**config.mk**
```make
export PLATFORM = sky130hd
export DESIGN_NAME = icache_assoc
export DESIGN_NICKNAME = d
export VERILOG_FILES = /design/src/rtl/cpu_types_pkg.sv /design/src/rtl/icache_pkg.sv /design/src/rtl/icache_tag_array.sv /design/src/rtl/icache_assoc.sv
export SDC_FILE = /design/constraint.sdc
export NUM_CORES = 2
export LEC_CHECK = 0
export CAP_MARGIN = 5
export CORE_MARGIN = 1
export CORE_UTILIZATION = 55
export DETAILED_ROUTE_END_ITERATION = 12
export GPL_ROUTABILITY_DRIVEN = 1
export PLACE_DENSITY = 0.76
export SETUP_SLACK_MARGIN = 0.2
export SYNTH_ARGS = -nofsm -noshare
export SYNTH_HDL_FRONTEND = slang
export SYNTH_HIERARCHICAL = 1
export SYNTH_SLANG_ARGS = --single-unit
```
**constraint.sdc**
```tcl
create_clock -name CLK -period 3.3 [get_ports CLK]
set_input_delay 0.33 -clock CLK [delete_from_list [all_inputs] [get_ports CLK]]
set_output_delay 0.33 -clock CLK [all_outputs]
set_load 0.05 [all_outputs]
```
**src/rtl/cpu_types_pkg.sv**
```systemverilog
// Shared CPU datapath types used by the cache hierarchy.
package cpu_types_pkg;

    localparam int WORD_W = 32;

    typedef logic [WORD_W-1:0] word_t;

endpackage

```
**src/rtl/icache_pkg.sv**
```systemverilog
// Types, constants and address-field helpers for the set-associative icache.
package icache_pkg;

    typedef enum logic {
        IDLE = 1'b0,
        FILL = 1'b1
    } state_e;

    localparam int WORD_BYTES = 4;
    localparam int ADDR_W     = 32;

    // Widths of the word-offset, set-index and tag fields of a fetch address.
    typedef struct packed {
        logic [7:0] woff_w;
        logic [7:0] idx_w;
        logic [7:0] tag_w;
    } field_w_t;

    function automatic field_w_t field_widths(input int sets, input int blkwords);
        field_w_t fw;
        fw.woff_w = 8'($clog2(blkwords));
        fw.idx_w  = 8'($clog2(sets));
        fw.tag_w  = 8'(ADDR_W - $clog2(WORD_BYTES) - $clog2(blkwords) - $clog2(sets));
        return fw;
    endfunction

endpackage

```
**src/rtl/icache_tag_array.sv**
```systemverilog
// SETS x WAYS storage of tags, valid bits and block data, plus one
// round-robin replacement pointer per set. Combinational read port for
// lookup, word-wide write port for fills, global flush of the valid bits.
module icache_tag_array
    import icache_pkg::*;
    import cpu_types_pkg::*;
#(
    parameter int SETS     = 8,
    parameter int WAYS     = 2,
    parameter int BLKWORDS = 2,
    localparam field_w_t FW = field_widths(SETS, BLKWORDS),
    localparam int WOFF_W  = int'(FW.woff_w),
    localparam int WOFF_SW = (WOFF_W > 0) ? WOFF_W : 1,
    localparam int IDX_W   = int'(FW.idx_w),
    localparam int TAG_W   = int'(FW.tag_w),
    localparam int WAY_W   = (WAYS > 1) ? $clog2(WAYS) : 1
) (
    input  logic                    CLK,
    input  logic                    RST,
    input  logic                    flush_i,
    // lookup
    input  logic [IDX_W-1:0]        rd_idx_i,
    input  logic [WOFF_SW-1:0]      rd_woff_i,
    output logic [WAYS-1:0]         rd_valid_o,
    output logic [WAYS*TAG_W-1:0]   rd_tag_o,
    output logic [WAYS*WORD_W-1:0]  rd_data_o,
    output logic [WAY_W-1:0]        rd_ptr_o,
    // fill
    input  logic                    wr_en_i,
    input  logic [IDX_W-1:0]        wr_idx_i,
    input  logic [WAY_W-1:0]        wr_way_i,
    input  logic [WOFF_SW-1:0]      wr_woff_i,
    input  logic [WORD_W-1:0]       wr_data_i,
    input  logic                    commit_i,
    input  logic [TAG_W-1:0]        wr_tag_i
);

    logic [SETS-1:0][WAYS-1:0]  valid_q;
    logic [SETS-1:0][WAY_W-1:0] ptr_q;
    logic [TAG_W-1:0]           tag_q  [SETS][WAYS];
    word_t                      data_q [SETS][WAYS][BLKWORDS];

    // Round-robin successor; with a single way it stays at zero.
    function automatic logic [WAY_W-1:0] ptr_next(input logic [WAY_W-1:0] p);
        return (p == WAY_W'(WAYS - 1)) ? '0 : p + 1'b1;
    endfunction

    // Valid bits and replacement pointers; flush beats a completing fill.
    always_ff @(posedge CLK) begin
        if (RST) begin
            valid_q <= '0;
            ptr_q   <= '0;
        end else if (flush_i) begin
            valid_q <= '0;
        end else if (commit_i) begin
            valid_q[wr_idx_i][wr_way_i] <= 1'b1;
            ptr_q[wr_idx_i]             <= ptr_next(ptr_q[wr_idx_i]);
        end
    end

    // Tag and data storage written during fills.
    // NOTE: tag/data arrays are deliberately not reset; the valid bits alone
    // give them meaning, and leaving them reset-free lets them map onto RAM.
    always_ff @(posedge CLK) begin
        if (wr_en_i) begin
            data_q[wr_idx_i][wr_way_i][wr_woff_i] <= wr_data_i;
        end
        if (commit_i) begin
            tag_q[wr_idx_i][wr_way_i] <= wr_tag_i;
        end
    end

    for (genvar w = 0; w < WAYS; w++) begin : g_rd
        assign rd_valid_o[w]                  = valid_q[rd_idx_i][w];
        assign rd_tag_o[w*TAG_W +: TAG_W]     = tag_q[rd_idx_i][w];
        assign rd_data_o[w*WORD_W +: WORD_W]  = data_q[rd_idx_i][w][rd_woff_i];
    end

    assign rd_ptr_o = ptr_q[rd_idx_i];

endmodule

```
**src/rtl/icache_assoc.sv**
```systemverilog
// Set-associative instruction cache: zero-latency hits in IDLE, multi-word
// block fill from memory in FILL, single-cycle flush, saturating counters.
module icache_assoc
    import icache_pkg::*;
    import cpu_types_pkg::*;
#(
    parameter int CPUID    = 0,
    parameter int SETS     = 8,
    parameter int WAYS     = 2,
    parameter int BLKWORDS = 2
) (
    input  logic        CLK,
    input  logic        RST,
    // datapath side
    input  logic        imemREN,
    input  logic [31:0] imemaddr,
    output logic        ihit,
    output logic [31:0] imemload,
    input  logic        iflush,
    // memory side
    output logic        iREN,
    output logic [31:0] iaddr,
    input  logic        iwait,
    input  logic [31:0] iload,
    // statistics
    output logic [31:0] hit_count,
    output logic [31:0] miss_count
);

    localparam field_w_t FW = field_widths(SETS, BLKWORDS);
    localparam int WOFF_W   = int'(FW.woff_w);
    localparam int WOFF_SW  = (WOFF_W > 0) ? WOFF_W : 1;
    localparam int IDX_W    = int'(FW.idx_w);
    localparam int TAG_W    = int'(FW.tag_w);
    localparam int WAY_W    = (WAYS > 1) ? $clog2(WAYS) : 1;
    localparam int BYTE_W   = $clog2(WORD_BYTES);
    localparam logic [31:0] BLK_MASK = 32'(BLKWORDS * WORD_BYTES - 1);
    localparam logic [WOFF_SW-1:0] LAST_WORD = WOFF_SW'(BLKWORDS - 1);

    // CPUID picks this cache's slot in the ccif arrays one level up;
    // nothing inside the cache depends on it.
    logic [31:0] unused_cpuid;
    assign unused_cpuid = CPUID;

    // Request address fields.
    logic [IDX_W-1:0]   req_idx;
    logic [TAG_W-1:0]   req_tag;
    logic [WOFF_SW-1:0] req_woff;

    assign req_idx  = imemaddr[BYTE_W+WOFF_W +: IDX_W];
    assign req_tag  = imemaddr[31 -: TAG_W];
    assign req_woff = (WOFF_W == 0) ? '0 : imemaddr[BYTE_W +: WOFF_SW];

    // Registered state.
    state_e             state_q, state_d;
    logic [31:0]        base_q, base_d;
    logic [WAY_W-1:0]   victim_q, victim_d;
    logic [WOFF_SW-1:0] wcnt_q, wcnt_d;
    logic [31:0]        hit_count_q, miss_count_q;

    // Tag array interface.
    logic [WAYS-1:0]        rd_valid;
    logic [WAYS*TAG_W-1:0]  rd_tag;
    logic [WAYS*WORD_W-1:0] rd_data;
    logic [WAY_W-1:0]       rd_ptr;
    logic                   wr_en;
    logic                   commit;

    // Lookup results.
    logic             hit_any;
    word_t            hit_word;
    logic [WAY_W-1:0] victim;
    logic             free_found;
    logic             start_miss;

    icache_tag_array #(
        .SETS     (SETS),
        .WAYS     (WAYS),
        .BLKWORDS (BLKWORDS)
    ) u_tag_array (
        .CLK        (CLK),
        .RST        (RST),
        .flush_i    (iflush),
        .rd_idx_i   (req_idx),
        .rd_woff_i  (req_woff),
        .rd_valid_o (rd_valid),
        .rd_tag_o   (rd_tag),
        .rd_data_o  (rd_data),
        .rd_ptr_o   (rd_ptr),
        .wr_en_i    (wr_en),
        .wr_idx_i   (base_q[BYTE_W+WOFF_W +: IDX_W]),
        .wr_way_i   (victim_q),
        .wr_woff_i  (wcnt_q),
        .wr_data_i  (iload),
        .commit_i   (commit),
        .wr_tag_i   (base_q[31 -: TAG_W])
    );

    // Tag compare across the ways of the addressed set, and victim choice:
    // lowest invalid way, else the set's round-robin pointer.
    // NOTE: every variable written here gets a default first, so no path
    // through the block can leave a value held and infer a latch.
    always_comb begin
        hit_any    = 1'b0;
        hit_word   = '0;
        victim     = rd_ptr;
        free_found = 1'b0;
        for (int w = 0; w < WAYS; w++) begin
            if (rd_valid[w] && (rd_tag[w*TAG_W +: TAG_W] == req_tag)) begin
                hit_any  = 1'b1;
                hit_word = rd_data[w*WORD_W +: WORD_W];
            end
            if (!free_found && !rd_valid[w]) begin
                victim     = WAY_W'(w);
                free_found = 1'b1;
            end
        end
    end

    // Next-state and output logic of the IDLE/FILL controller.
    always_comb begin
        state_d    = state_q;
        base_d     = base_q;
        victim_d   = victim_q;
        wcnt_d     = wcnt_q;
        ihit       = 1'b0;
        imemload   = '0;
        iREN       = 1'b0;
        iaddr      = '0;
        wr_en      = 1'b0;
        commit     = 1'b0;
        start_miss = 1'b0;
        case (state_q)
            IDLE: begin
                // A flush in IDLE suppresses both the hit and a fill start;
                // the request simply retries next cycle.
                if (imemREN && !iflush) begin
                    if (hit_any) begin
                        ihit     = 1'b1;
                        imemload = hit_word;
                    end else begin
                        base_d     = imemaddr & ~BLK_MASK;
                        victim_d   = victim;
                        wcnt_d     = '0;
                        start_miss = 1'b1;
                        state_d    = FILL;
                    end
                end
            end
            FILL: begin
                iREN  = 1'b1;
                iaddr = base_q + (32'(wcnt_q) << BYTE_W);
                if (iflush) begin
                    state_d = IDLE;
                end else if (!iwait) begin
                    wr_en = 1'b1;
                    if (wcnt_q == LAST_WORD) begin
                        commit  = 1'b1;
                        state_d = IDLE;
                    end else begin
                        wcnt_d = wcnt_q + 1'b1;
                    end
                end
            end
            default: state_d = IDLE;
        endcase
    end

    // Controller state register.
    // NOTE: sequential state uses non-blocking assignments so every flop
    // samples pre-edge values regardless of statement order.
    always_ff @(posedge CLK) begin
        if (RST) begin
            state_q  <= IDLE;
            base_q   <= '0;
            victim_q <= '0;
            wcnt_q   <= '0;
        end else begin
            state_q  <= state_d;
            base_q   <= base_d;
            victim_q <= victim_d;
            wcnt_q   <= wcnt_d;
        end
    end

    // Saturating hit-cycle and miss counters.
    always_ff @(posedge CLK) begin
        if (RST) begin
            hit_count_q  <= '0;
            miss_count_q <= '0;
        end else begin
            if (ihit && (hit_count_q != '1)) begin
                hit_count_q <= hit_count_q + 32'd1;
            end
            if (start_miss && (miss_count_q != '1)) begin
                miss_count_q <= miss_count_q + 32'd1;
            end
        end
    end

    assign hit_count  = hit_count_q;
    assign miss_count = miss_count_q;

endmodule

```
==> Implementation_results.wiki <==
{| class="wikitable"
! Metric !! Value
|-
| Type of the tightest min-delay check || in2reg
|-
| Achievable clock frequency || between 200 and 250 MHz
|-
| GRT overflow || 0
|-
| Crit path setup slack, layout || -980 ps
|-
| Die Span X || around 340 µm
|-
| Main synth FF type || edfxtp_1
|-
| Static Leakage || roughly 23 nW
|-
| Worst rel slew slack || between 10% and 20%
|-
| Flop and latch count out of synthesis || between 1500 and 2000
|-
| Share of final-layout standard cells stronger than drive strength 1 || 30.8%
|-
| Wire length of the first global-routing pass || between 200000 and 250000 µm
|-
| Dominant cells by area after synthesis || edfxtp_1 71%, mux4_2 12%, dfxtp_1 3.9%, mux4_1 2.2%, a22oi_1 1.6%
|-
| Number of antenna violations at the first check in global routing || 3
|-
| Fraction of the cycle the final worst path needs || 130%
|-
| Critical Path AT || around 4000 ps
|-
| RSZ-0062 raised after global routing || true
|-
| Yosys top cell area share || a little over two thirds
|-
| Drt via density || between 6 and 7
|-
| Die footprint || between 0.1 and 0.15 mm²
|-
| Maximum count of clock buffers along a single path || 3
|-
| Critical path type || reg2out
|-
| Highest fanout seen on the critical path || 9
|-
| Post-synthesis sequential area ratio || 74.7%
|-
| Clock sinks || approximately 1600
|-
| Clock latency on the worst-skew pair || between 700 and 800 ps
|-
| Share of synthesized registers carrying an async set or reset || 0%
|-
| CTS tree || built
|-
| Number of buffer and inverter instances along the worst setup path || 6
|-
| Area of the core || about 0.11 mm²
|-
| Syn Area/Cell || about 20 µm²
|-
| Worst VDD drop || between 0.0004 and 0.0005 V
|-
| Max cap viols || 0
|-
| Final Hold Violating Endpoints || 0
|-
| Crit start category || register
|-
| Slew of the pin with the lowest slew margin || approximately 1200 ps
|-
| Number of optimization iterations in the first detailed-route pass || 6
|-
| CTS H-tree depth || 4
|-
| Post-Synthesis Cell Area || ~0.061 mm²
|-
| Most numerous cell types in the synthesized netlist || 1440 x edfxtp_1, 315 x mux4_2, 177 x nand2_1
|-
| Max incr delay on CP || just under 500 ps
|-
| Setup Viol. Count Final || 85
|-
| DP HPWL || about 87000 µm
|-
| Number of synthesis warnings || 6
|-
| Vertical die dimension || approximately 340 µm
|-
| Number of flops mapped to enable cells by yosys || 1440
|-
| Pin count of the biggest net entering global routing || ~130
|-
| Outcome || complete, but fails checks
|-
| Port bufs || 194
|-
| Library cell appearing most often on the critical path || buf_12
|-
| Root buffer selected by CTS || clkbuf_16
|-
| Required time at the endpoint of the critical path || just under 3000 ps
|-
| Post-layout util || between 60% and 70%
|-
| Number of remaining DRC errors || 0
|-
| Endpoint class of the critical path || output port
|-
| Cell type contributing the most total cell area after synthesis || edfxtp_1
|-
| Synth unique cells || 66
|-
| Routed wire length || between 150000 and 200000 µm
|-
| Post-route antenna net violation count || 0
|-
| Worst Skew || 50.3 ps
|-
| Initial Utilization || a little under three fifths
|-
| Number of vias after detailed routing || 33900
|-
| Boundary Pins || between 150 and 200
|-
| Total CTS buffers || ~150
|-
| Gate count of the mapped netlist || approximately 3100
|-
| DRC marker count from the first detailed-route iteration || approximately 4100
|-
| Synth-to-Final Area Change || 21.2%
|-
| Kind of cell adding the most delay to the critical path || buffers and inverters
|-
| Violations in the final reports || setup timing
|-
| Final critical-path required period || ~4300 ps
|-
| Number of cell rows || 121
|-
| Critical-path cell list || mux4_2 > mux2_2 > xnor2_2 > buf_4 > nand4_1 > nor4_2 > buf_4 > and4_4 > buf_12 > o21ai_4 > buf_12 > buf_16 > a21oi_4 > buf_12
|-
| CTS hold repair buffers || 0
|-
| Cell with the most instances after synthesis || edfxtp_1
|-
| RD Place Congestion || 0.838
|-
| Wire length per cell after detailed routing || 30.9 µm
|-
| Clk pin slew, worst setup/hold paths || approximately 60 ps
|-
| Final max-slew violation count || 0
|-
| Number of nets in the finished design || between 3000 and 4000
|-
| Post-Route Hold Slack || between 150 and 200 ps
|-
| Number of global-route vias before repair || 34700
|-
| Highest-delay cell along the critical path || mux4_2
|-
| Total track usage || between 20 and 30%
|-
| PD cells || around 550 mW/mm²
|}
timing repair:
action | 4_1_cts | 5_1_grt
resized for setup | 79 | 86
setup endpoints to repair | 100 | 128
pin swaps | 33 | 35
buffers inserted | 22 | 5
cloned | 5 | 1
registers in the layout, indices dropped and copies added, names as in the netlist, 8 cells and up:
| name | flops |
|---|---|
| u_tag_array/data_q | 1024 |
| u_tag_array/tag_q | 416 |
| hit_count | 32 |
| miss_count | 32 |
| base_q | 29 |
| u_tag_array/valid_q | 16 |
| u_tag_array/ptr_q | 8 |
cell usage in the layout, fill, tap and decap left out, types with 25 or more instances in the layout:
| cell | instances |
|---|---|
| nor2_1 | 36 |
| nor2_4 | 49 |
| a21oi_1 | 56 |
| o21ai_0 | 30 |
| mux4_2 | 322 |
| clkinv_1 | 30 |
| and2_1 | 34 |
| or3_1 | 33 |
| clkdlybuf4s50_1 | 157 |
| buf_6 | 25 |
| nand4_1 | 33 |
| mux4_1 | 45 |
| a21oi_2 | 28 |
| mux2_2 | 42 |
| buf_4 | 170 |
| a21oi_4 | 32 |
| nand2_1 | 172 |
| nand3_1 | 53 |
| clkbuf_1 | 32 |
| buf_12 | 114 |
| edfxtp_1 | 1440 |
| a22oi_1 | 128 |
| clkbuf_16 | 156 |
| dfxtp_1 | 120 |
worst paths after layout:
check,slack [ps],endpoint,depth (start not counted),from
setup reg to reg,-400,hit_count[3]$_SDFFE_PP0P_,16,u_tag_array/tag_q[7][15]$_DFFE_PP_
setup / recovery,-980,imemload[28],14,u_tag_array/tag_q[7][15]$_DFFE_PP_
hold reg to reg,470,u_tag_array/valid_q[13]$_SDFFE_PP0P_,1,u_tag_array/valid_q[13]$_SDFFE_PP0P_
hold / removal,190,miss_count[20]$_SDFFE_PP0P_,2,RST
area by class of cell:
cell class	instances	area (µm²)
Inverter	11	45.0
Sequential cell	1560	45600
Fill cell	6518	35400
Multi-Input combinational cell	1349	16000
Antenna cell	1	2.50
Clock inverter	82	821
Timing Repair Buffer	472	5540
Tap cell	1476	1850
Clock buffer	198	4140
through the flow:
step	TNS, ps	instances	area [µm²]	worst slack, ps	total power (W)
6_report	-40180	5149	74100	-980	0.0410
5_1_grt	-50650	5148	74100	-1120	0.0420
4_1_cts	-38290	5142	73600	-999	0.0411
3_5_place_dp	-62530	4835	67900	-717	0.0240
3_3_place_gp	-60180	4835	67900	-730	0.0239
2_1_floorplan	-37280	3091	61800	-104	0.0232
cell families after synthesis:
group           Yosys count  share of synthesized area, %
buf+inv                 185                          1.60
mux                     435                          15.1
flops                  1560                          74.7
xor+xnor                 56                         0.802
simple gates            522                          4.36
compound gates          329                          3.44
fa+ha+maj                 2                        0.0409
other cells               1                       0.00613
metal layers:
layer,GRT usage [%],share of wire (%),vias up
li1,-,-,13700
met3,5.81,9.6,414
met1,36.3,36,17600
met5,0,0.014,-
met2,47.9,50,2248
met4,11.6,4.1,4
power breakdown:
group / switching [W] / internal (W)
Combinational: 0.00115 / 0.000880
Sequential: 0.0000819 / 0.0216
Clock: 0.00745 / 0.00985
Total: 0.00869 / 0.0323
Note: power is estimated with default switching activity, not from simulation.
